File: config.mk
export PLATFORM = sky130hd
export DESIGN_NAME = ntt_ctrl_flat
export DESIGN_NICKNAME = d
export VERILOG_FILES = /design/src/rtl/ntt_ctrl_pkg.sv /design/src/rtl/ntt_ctrl_if.sv /design/src/rtl/ntt_wb_delay.sv /design/src/rtl/ntt_ctrl.sv /design/src/flat_wrapper.sv
export SDC_FILE = /design/constraint.sdc
export NUM_CORES = 1
export LEC_CHECK = 0
export CAP_MARGIN = 30
export CORE_MARGIN = 1.5
export CORE_UTILIZATION = 35
export CTS_CLUSTER_DIAMETER = 200
export DETAILED_ROUTE_END_ITERATION = 16
export GPL_ROUTABILITY_DRIVEN = 0
export GPL_TIMING_DRIVEN = 0
export PLACE_DENSITY_LB_ADDON = 0.3
export SLEW_MARGIN = 20
export SYNTH_ARGS = -nofsm -noshare
export SYNTH_HDL_FRONTEND = slang
export SYNTH_SLANG_ARGS = --single-unit
File: constraint.sdc
create_clock -name clk -period 9.9 [get_ports clk]
set_input_delay 1.98 -clock clk [delete_from_list [all_inputs] [get_ports clk]]
set_output_delay 1.98 -clock clk [all_outputs]
set_load 0.02 [all_outputs]
File: src/rtl/ntt_ctrl_pkg.sv
// Shared constants, state encoding and issue-address arithmetic for the
// forward Kyber NTT sequencer.
package ntt_ctrl_pkg;

   localparam int N_COEF           = 256;
   localparam int LOG_N            = 8;
   localparam int NTT_LAYERS       = 7;
   localparam int ZETA_AW          = 7;
   localparam int DWIDTH           = 12;
   localparam int KYBER_Q          = 3329;
   localparam int ISSUES_PER_LAYER = N_COEF / 2;

   typedef enum logic [1:0] {
      NTT_IDLE  = 2'd0,
      NTT_RUN   = 2'd1,
      NTT_DRAIN = 2'd2,
      NTT_DONE  = 2'd3
   } ntt_state_e;

   typedef struct packed {
      logic [LOG_N-1:0]   addr_a;
      logic [LOG_N-1:0]   addr_b;
      logic [ZETA_AW-1:0] zeta_idx;
   } ntt_issue_t;

   // Issue i of layer L: group g = i >> (7-L) picks the block of size 2*len,
   // offset o = i mod len walks inside it; each group owns one zeta.
   function automatic ntt_issue_t ntt_issue_addr(input logic [ZETA_AW-1:0] i,
                                                 input logic [2:0]         layer);
      logic [LOG_N-1:0] len;
      logic [LOG_N-1:0] g;
      logic [LOG_N-1:0] o;
      logic [LOG_N-1:0] a;
      ntt_issue_t       r;
      len        = 8'd128 >> layer;
      g          = {1'b0, i} >> (3'd7 - layer);
      o          = {1'b0, i} & (len - 8'd1);
      a          = (g << (4'd8 - {1'b0, layer})) + o;
      r.addr_a   = a;
      r.addr_b   = a + len;
      r.zeta_idx = ZETA_AW'((8'd1 << layer) + g);
      return r;
   endfunction

endpackage

File: src/rtl/ntt_ctrl_if.sv
// Control/address bundle between the NTT sequencer (master) and the
// RAM / zeta ROM / butterfly datapath one level up (slave).
interface ntt_ctrl_if #(
   parameter int ADDR_W = 8
);
   logic              start;
   logic              busy;
   logic              done;
   logic [2:0]        layer;
   logic              rd_en;
   logic [ADDR_W-1:0] rd_addr_a;
   logic [ADDR_W-1:0] rd_addr_b;
   logic [6:0]        zeta_idx;
   logic              wr_en;
   logic [ADDR_W-1:0] wr_addr_a;
   logic [ADDR_W-1:0] wr_addr_b;

   // Strobes have no back-pressure: every cycle with rd_en or wr_en high is one
   // transfer; addresses are meaningful only with their strobe and read 0
   // otherwise. start is a level, looked at only while the sequencer is idle.
   modport master (
      input  start,
      output busy, done, layer,
      output rd_en, rd_addr_a, rd_addr_b, zeta_idx,
      output wr_en, wr_addr_a, wr_addr_b
   );

   modport slave (
      output start,
      input  busy, done, layer,
      input  rd_en, rd_addr_a, rd_addr_b, zeta_idx,
      input  wr_en, wr_addr_a, wr_addr_b
   );
endinterface

File: src/rtl/ntt_wb_delay.sv
// Write-back delay line: {valid, addr_a, addr_b} shifted LAT cycles so the
// write strobe lines up with the registered butterfly result.
module ntt_wb_delay #(
   parameter int ADDR_W = 8,
   parameter int LAT    = 2
) (
   input  logic              clk,
   input  logic              rst,
   input  logic              in_valid,
   input  logic [ADDR_W-1:0] in_addr_a,
   input  logic [ADDR_W-1:0] in_addr_b,
   output logic              out_valid,
   output logic [ADDR_W-1:0] out_addr_a,
   output logic [ADDR_W-1:0] out_addr_b
);
   localparam int W = 1 + 2 * ADDR_W;

   logic [W-1:0] stage_q [LAT];
   logic [W-1:0] stage_d [LAT];

   always_comb begin
      stage_d[0] = {in_valid, in_addr_a, in_addr_b};
      for (int k = 1; k < LAT; k++) begin
         stage_d[k] = stage_q[k-1];
      end
   end

   // Clearing on reset drops any write still in flight from an aborted run.
   always_ff @(posedge clk) begin
      if (rst) begin
         for (int k = 0; k < LAT; k++) begin
            stage_q[k] <= '0;
         end
      end else begin
         stage_q <= stage_d;
      end
   end

   assign {out_valid, out_addr_a, out_addr_b} = stage_q[LAT-1];

endmodule

File: src/rtl/ntt_ctrl.sv
// Forward Kyber NTT sequencer: one butterfly read issue per cycle over 7
// layers, write-back addresses delayed PIPE_LAT cycles, done pulse at the end.
module ntt_ctrl
   import ntt_ctrl_pkg::*;
#(
   parameter int ADDR_W   = LOG_N,
   parameter int PIPE_LAT = 2
) (
   input  logic       clk,
   input  logic       rst,
   ntt_ctrl_if.master bus,
   output ntt_state_e state_dbg
);
   ntt_state_e         state_q, state_d;
   logic [2:0]         layer_q, layer_d;
   logic [ZETA_AW-1:0] i_q, i_d;
   logic [2:0]         drain_q, drain_d;

   ntt_issue_t         issue;
   logic               rd_en;
   logic [ADDR_W-1:0]  rd_addr_a;
   logic [ADDR_W-1:0]  rd_addr_b;
   logic [ZETA_AW-1:0] zeta_idx;

   always_ff @(posedge clk) begin
      if (rst) begin
         state_q <= NTT_IDLE;
         layer_q <= '0;
         i_q     <= '0;
         drain_q <= '0;
      end else begin
         state_q <= state_d;
         layer_q <= layer_d;
         i_q     <= i_d;
         drain_q <= drain_d;
      end
   end

   always_comb begin
      state_d = state_q;
      layer_d = layer_q;
      i_d     = i_q;
      drain_d = drain_q;
      case (state_q)
         NTT_IDLE: begin
            if (bus.start) begin
               state_d = NTT_RUN;
               layer_d = '0;
               i_d     = '0;
            end
         end
         NTT_RUN: begin
            i_d = i_q + 7'd1;
            if (i_q == 7'(ISSUES_PER_LAYER - 1)) begin
               state_d = NTT_DRAIN;
               drain_d = '0;
            end
         end
         // The drain gap lets the last write of a layer commit before the
         // next layer reads the same coefficients.
         NTT_DRAIN: begin
            drain_d = drain_q + 3'd1;
            if (drain_q == 3'(PIPE_LAT - 1)) begin
               if (layer_q == 3'(NTT_LAYERS - 1)) begin
                  state_d = NTT_DONE;
               end else begin
                  state_d = NTT_RUN;
                  layer_d = layer_q + 3'd1;
                  i_d     = '0;
               end
            end
         end
         NTT_DONE: begin
            state_d = NTT_IDLE;
            layer_d = '0;
         end
         default: state_d = NTT_IDLE;
      endcase
   end

   always_comb begin
      issue     = ntt_issue_addr(i_q, layer_q);
      rd_en     = (state_q == NTT_RUN);
      rd_addr_a = rd_en ? ADDR_W'(issue.addr_a) : '0;
      rd_addr_b = rd_en ? ADDR_W'(issue.addr_b) : '0;
      zeta_idx  = rd_en ? issue.zeta_idx : '0;
   end

   ntt_wb_delay #(
      .ADDR_W (ADDR_W),
      .LAT    (PIPE_LAT)
   ) u_wb_delay (
      .clk        (clk),
      .rst        (rst),
      .in_valid   (rd_en),
      .in_addr_a  (rd_addr_a),
      .in_addr_b  (rd_addr_b),
      .out_valid  (bus.wr_en),
      .out_addr_a (bus.wr_addr_a),
      .out_addr_b (bus.wr_addr_b)
   );

   assign bus.busy      = (state_q != NTT_IDLE);
   assign bus.done      = (state_q == NTT_DONE);
   assign bus.layer     = layer_q;
   assign bus.rd_en     = rd_en;
   assign bus.rd_addr_a = rd_addr_a;
   assign bus.rd_addr_b = rd_addr_b;
   assign bus.zeta_idx  = zeta_idx;
   assign state_dbg     = state_q;

endmodule

File: src/flat_wrapper.sv
// flat-port wrapper written by rule: the top's interface ports become plain ports
module ntt_ctrl_flat import ntt_ctrl_pkg::*;
#(
   parameter int ADDR_W   = LOG_N,
   parameter int PIPE_LAT = 2
)
  (clk, rst, state_dbg, bus_start, bus_busy, bus_done, bus_layer, bus_rd_en, bus_rd_addr_a, bus_rd_addr_b, bus_zeta_idx, bus_wr_en, bus_wr_addr_a, bus_wr_addr_b);
  ntt_ctrl_if #(.ADDR_W(ADDR_W)) bus_i ();
  input  logic clk;
  input  logic rst;
  output ntt_state_e state_dbg;
  input wire logic [$bits(bus_i.start)-1:0] bus_start;
  output wire logic [$bits(bus_i.busy)-1:0] bus_busy;
  output wire logic [$bits(bus_i.done)-1:0] bus_done;
  output wire logic [$bits(bus_i.layer)-1:0] bus_layer;
  output wire logic [$bits(bus_i.rd_en)-1:0] bus_rd_en;
  output wire logic [$bits(bus_i.rd_addr_a)-1:0] bus_rd_addr_a;
  output wire logic [$bits(bus_i.rd_addr_b)-1:0] bus_rd_addr_b;
  output wire logic [$bits(bus_i.zeta_idx)-1:0] bus_zeta_idx;
  output wire logic [$bits(bus_i.wr_en)-1:0] bus_wr_en;
  output wire logic [$bits(bus_i.wr_addr_a)-1:0] bus_wr_addr_a;
  output wire logic [$bits(bus_i.wr_addr_b)-1:0] bus_wr_addr_b;
  assign bus_i.start = bus_start;
  assign bus_busy = bus_i.busy;
  assign bus_done = bus_i.done;
  assign bus_layer = bus_i.layer;
  assign bus_rd_en = bus_i.rd_en;
  assign bus_rd_addr_a = bus_i.rd_addr_a;
  assign bus_rd_addr_b = bus_i.rd_addr_b;
  assign bus_zeta_idx = bus_i.zeta_idx;
  assign bus_wr_en = bus_i.wr_en;
  assign bus_wr_addr_a = bus_i.wr_addr_a;
  assign bus_wr_addr_b = bus_i.wr_addr_b;
  ntt_ctrl #(.ADDR_W(ADDR_W), .PIPE_LAT(PIPE_LAT)) u_core (.clk(clk), .rst(rst), .bus(bus_i), .state_dbg(state_dbg));
endmodule
==> flow_summary.json <==
{
  "cts_sinks": 49,
  "fin_nets": 508,
  "post-cts-setup-buffers": 0,
  "start_util": 0.3576,
  "grt_overflow_total": 0,
  "worstSetupPathType": "flop to output port",
  "grt_max_degree": 16,
  "postLayoutSetupSlackWorst_ns": 1.858,
  "yosysTopAreaCellShare": 0.2832,
  "ant_nets": 0,
  "final_area_um2": 4217,
  "min_period_ns": 8.042,
  "async_flop_share": 0,
  "drtIter0Drc": 151,
  "holdWs_ns": 0.4397,
  "tightest_slew_ns": 0.7018,
  "cts-hold-fix-buffers": 0,
  "dpl-instance-area_um2": 4130,
  "clk_path_buf_depth": 2,
  "wl_mm": 8.085,
  "ys_ff_latch": 49,
  "cts-root-buf": "clkbuf_8",
  "maxCapViolCount": 0,
  "dp_slack_ns": 2.235,
  "ys_seq_area_frac": 0.2832,
  "layout_commonest_cell": "clkdlybuf4s50_1",
  "synth_area_leaders": "dfxtp_1, ha_1, nor2b_1, nor2_1, buf_4",
  "cts_htree_levels": 2,
  "synth_edf_count": 0,
  "core_area_um2": 9684,
  "slew_headroom": 0.5281,
  "ctsResizeCount": 0,
  "p_leak_nw": 1.714,
  "die_h_um": 102.5,
  "period_share": 0.8123,
  "clk_latency_ns": 0.31,
  "finalClockSkew_ns": 0.01036,
  "worst_ep_arrival_time_ns": 6.06,
  "worstPathMaxFanout": 10,
  "setup_tns_ns": 0,
  "cts_buffers": 5,
  "clk_pin_slew_ns": 0.09,
  "area_growth_pct": 21.75,
  "rsz0062_at_grt": "no",
  "hp-class": "flop to flop",
  "ys_warn_count": 0,
  "setup_viol": 0,
  "dr.pass1.iters": 4,
  "hpwlAfterDp_mm": 6.473,
  "synthesis.area_um2": 3463,
  "yosys.cell_types.count": 58,
  "synth_nets": 451,
  "antenna_found_initial": 0,
  "die_area_um2": 10500,
  "ios": 51,
  "grt_pass1_vias": 2798,
  "status": "completed",
  "drive_gt1_frac": 0.09746,
  "wire_per_inst_um": 13.36,
  "crit_path_start_kind": "flop",
  "syn_area_per_cell_um2": 8.366,
  "synth-main-ff-cell": "dfxtp_1",
  "final_cell_mix": "clkdlybuf4s50_1, dfxtp_1, nor2_1, nor2b_1, ha_1",
  "grt_pass1_wl_mm": 13.39,
  "final-hold-violation-count": 0,
  "power_density_nw_per_um2": 92.14,
  "drv_slew": 0,
  "rows": 36,
  "max_freq_mhz": 124.4,
  "ir_worst_vdd_mv": 0.06704,
  "gr-usage-all-layers": 0.1608,
  "synth_area_leader_cell": "dfxtp_1",
  "end_kind": "output port",
  "drc": 0,
  "vias": 2936,
  "io_buffers": 50,
  "post_synth_inst_count": 414,
  "cp.required_ns": 7.92,
  "die_w_um": 102.5,
  "cts_tree": "done",
  "diodes": 0,
  "viasPerCell": 4.853
}
per-layer routing:
layer / vias to the layer above / global-route usage / part of all wire
met5: - / 0 / 0
met4: 0 / 0.03477 / 0.012
met3: 11 / 0.02873 / 0.040
met2: 68 / 0.2664 / 0.46
met1: 1348 / 0.2190 / 0.49
li1: 1509 / - / -
worst max-delay path, stage by stage (launching register included):
cell and delay, ns:
dfxtp_1 0.57, buf_2 0.30, inv_1 0.18, ha_1 0.32, clkbuf_2 0.17, or2_2 0.32
nor3_1 0.33, inv_1 0.12, fa_1 0.48, nor2b_1 0.13, o21ai_0 0.10, a21boi_0 0.18
o21ai_0 0.11, a21boi_0 0.33, nor2_1 0.13, ha_1 0.33, o21a_1 0.13, o2bb2ai_1 0.07
a21oi_1 0.17, xnor2_1 0.16, xnor3_1 0.27, nor2_1 0.13, buf_4 0.12, clkdlybuf4s50_1 0.58
cells by family (layout without fill, tap and decap cells):
logic type,count (synthesis),after routing,share of synthesized area
flops,49,49,0.2832
compound gates,85,85,0.1709
fa+ha+maj,34,34,0.1293
xor+xnor,21,21,0.05708
mux,10,10,0.04588
simple gates,150,150,0.2182
buf+inv,65,123,0.09537
cell type report:
cell class | count | area, µm²
fillers | 987 | 5468
multi-input cells | 300 | 2152
flip-flops and latches | 49 | 980.9
repair buffers | 50 | 500.5
plain buffers | 39 | 232.7
well taps | 133 | 166.4
inverters | 26 | 97.59
clock buffers | 6 | 72.57
clock inverters | 2 | 13.76
where the power goes:
part | switching [mW] | total [mW] | leakage, nW | internal, mW
clock network | 0.0669 | 0.117 | 0.0456 | 0.0504
logic | 0.0401 | 0.0655 | 1.27 | 0.0254
registers | 0.00451 | 0.206 | 0.396 | 0.201
path summary, 6_finish.rpt:
kind,startpoint,to,slack [ns],depth (start not counted)
setup / recovery,u_core.bus.layer[2]$_SDFFE_PP0P_,bus_rd_addr_b[7],1.86,23
hold / removal,u_core.u_wb_delay.stage_d[12]$_SDFF_PP0_,u_core.u_wb_delay.out_addr_a[4]$_SDFF_PP0_,0.44,1
setup reg to reg,u_core.bus.layer[2]$_SDFFE_PP0P_,u_core.u_wb_delay.stage_d[7]$_SDFF_PP0_,4.81,21
hold reg to reg,u_core.u_wb_delay.stage_d[12]$_SDFF_PP0_,u_core.u_wb_delay.out_addr_a[4]$_SDFF_PP0_,0.44,1
cell usage after synthesis, drive strengths merged (6+ instances only):
master	count
clkbuf	13
xor2	11
inv	26
o21ai	19
buf	26
nor2	44
nand2	23
a21o	6
a21oi	18
a211oi	6
nor3	15
and2	11
dfxtp	49
ha	31
nor2b	31
nand2b	6
xnor2	9
flip-flops by register name, indices dropped and copies added, names as in the netlist:
| signal | cells |
|---|---|
| u_core.u_wb_delay.out_addr_a | 8 |
| u_core.bus.layer | 3 |
| u_core.u_wb_delay.stage_d | 17 |
| u_core.state_dbg | 2 |
| u_core.drain_q | 3 |
| u_core.i_q | 7 |
| u_core.u_wb_delay.out_addr_b | 8 |
| u_core.u_wb_delay.out_valid | 1 |
metrics by stage:
stage / power (mW) / instances / util
after detailed placement: 0.2761 / 597 / 0.4265
after global routing: 0.4088 / 605 / 0.4354
after floorplan: 0.2518 / 414 / -
after global placement: 0.2753 / 597 / 0.4265
final: 0.3885 / 605 / 0.4354
after CTS: 0.3920 / 605 / 0.4354
Note: power is estimated with default switching activity, not from simulation.
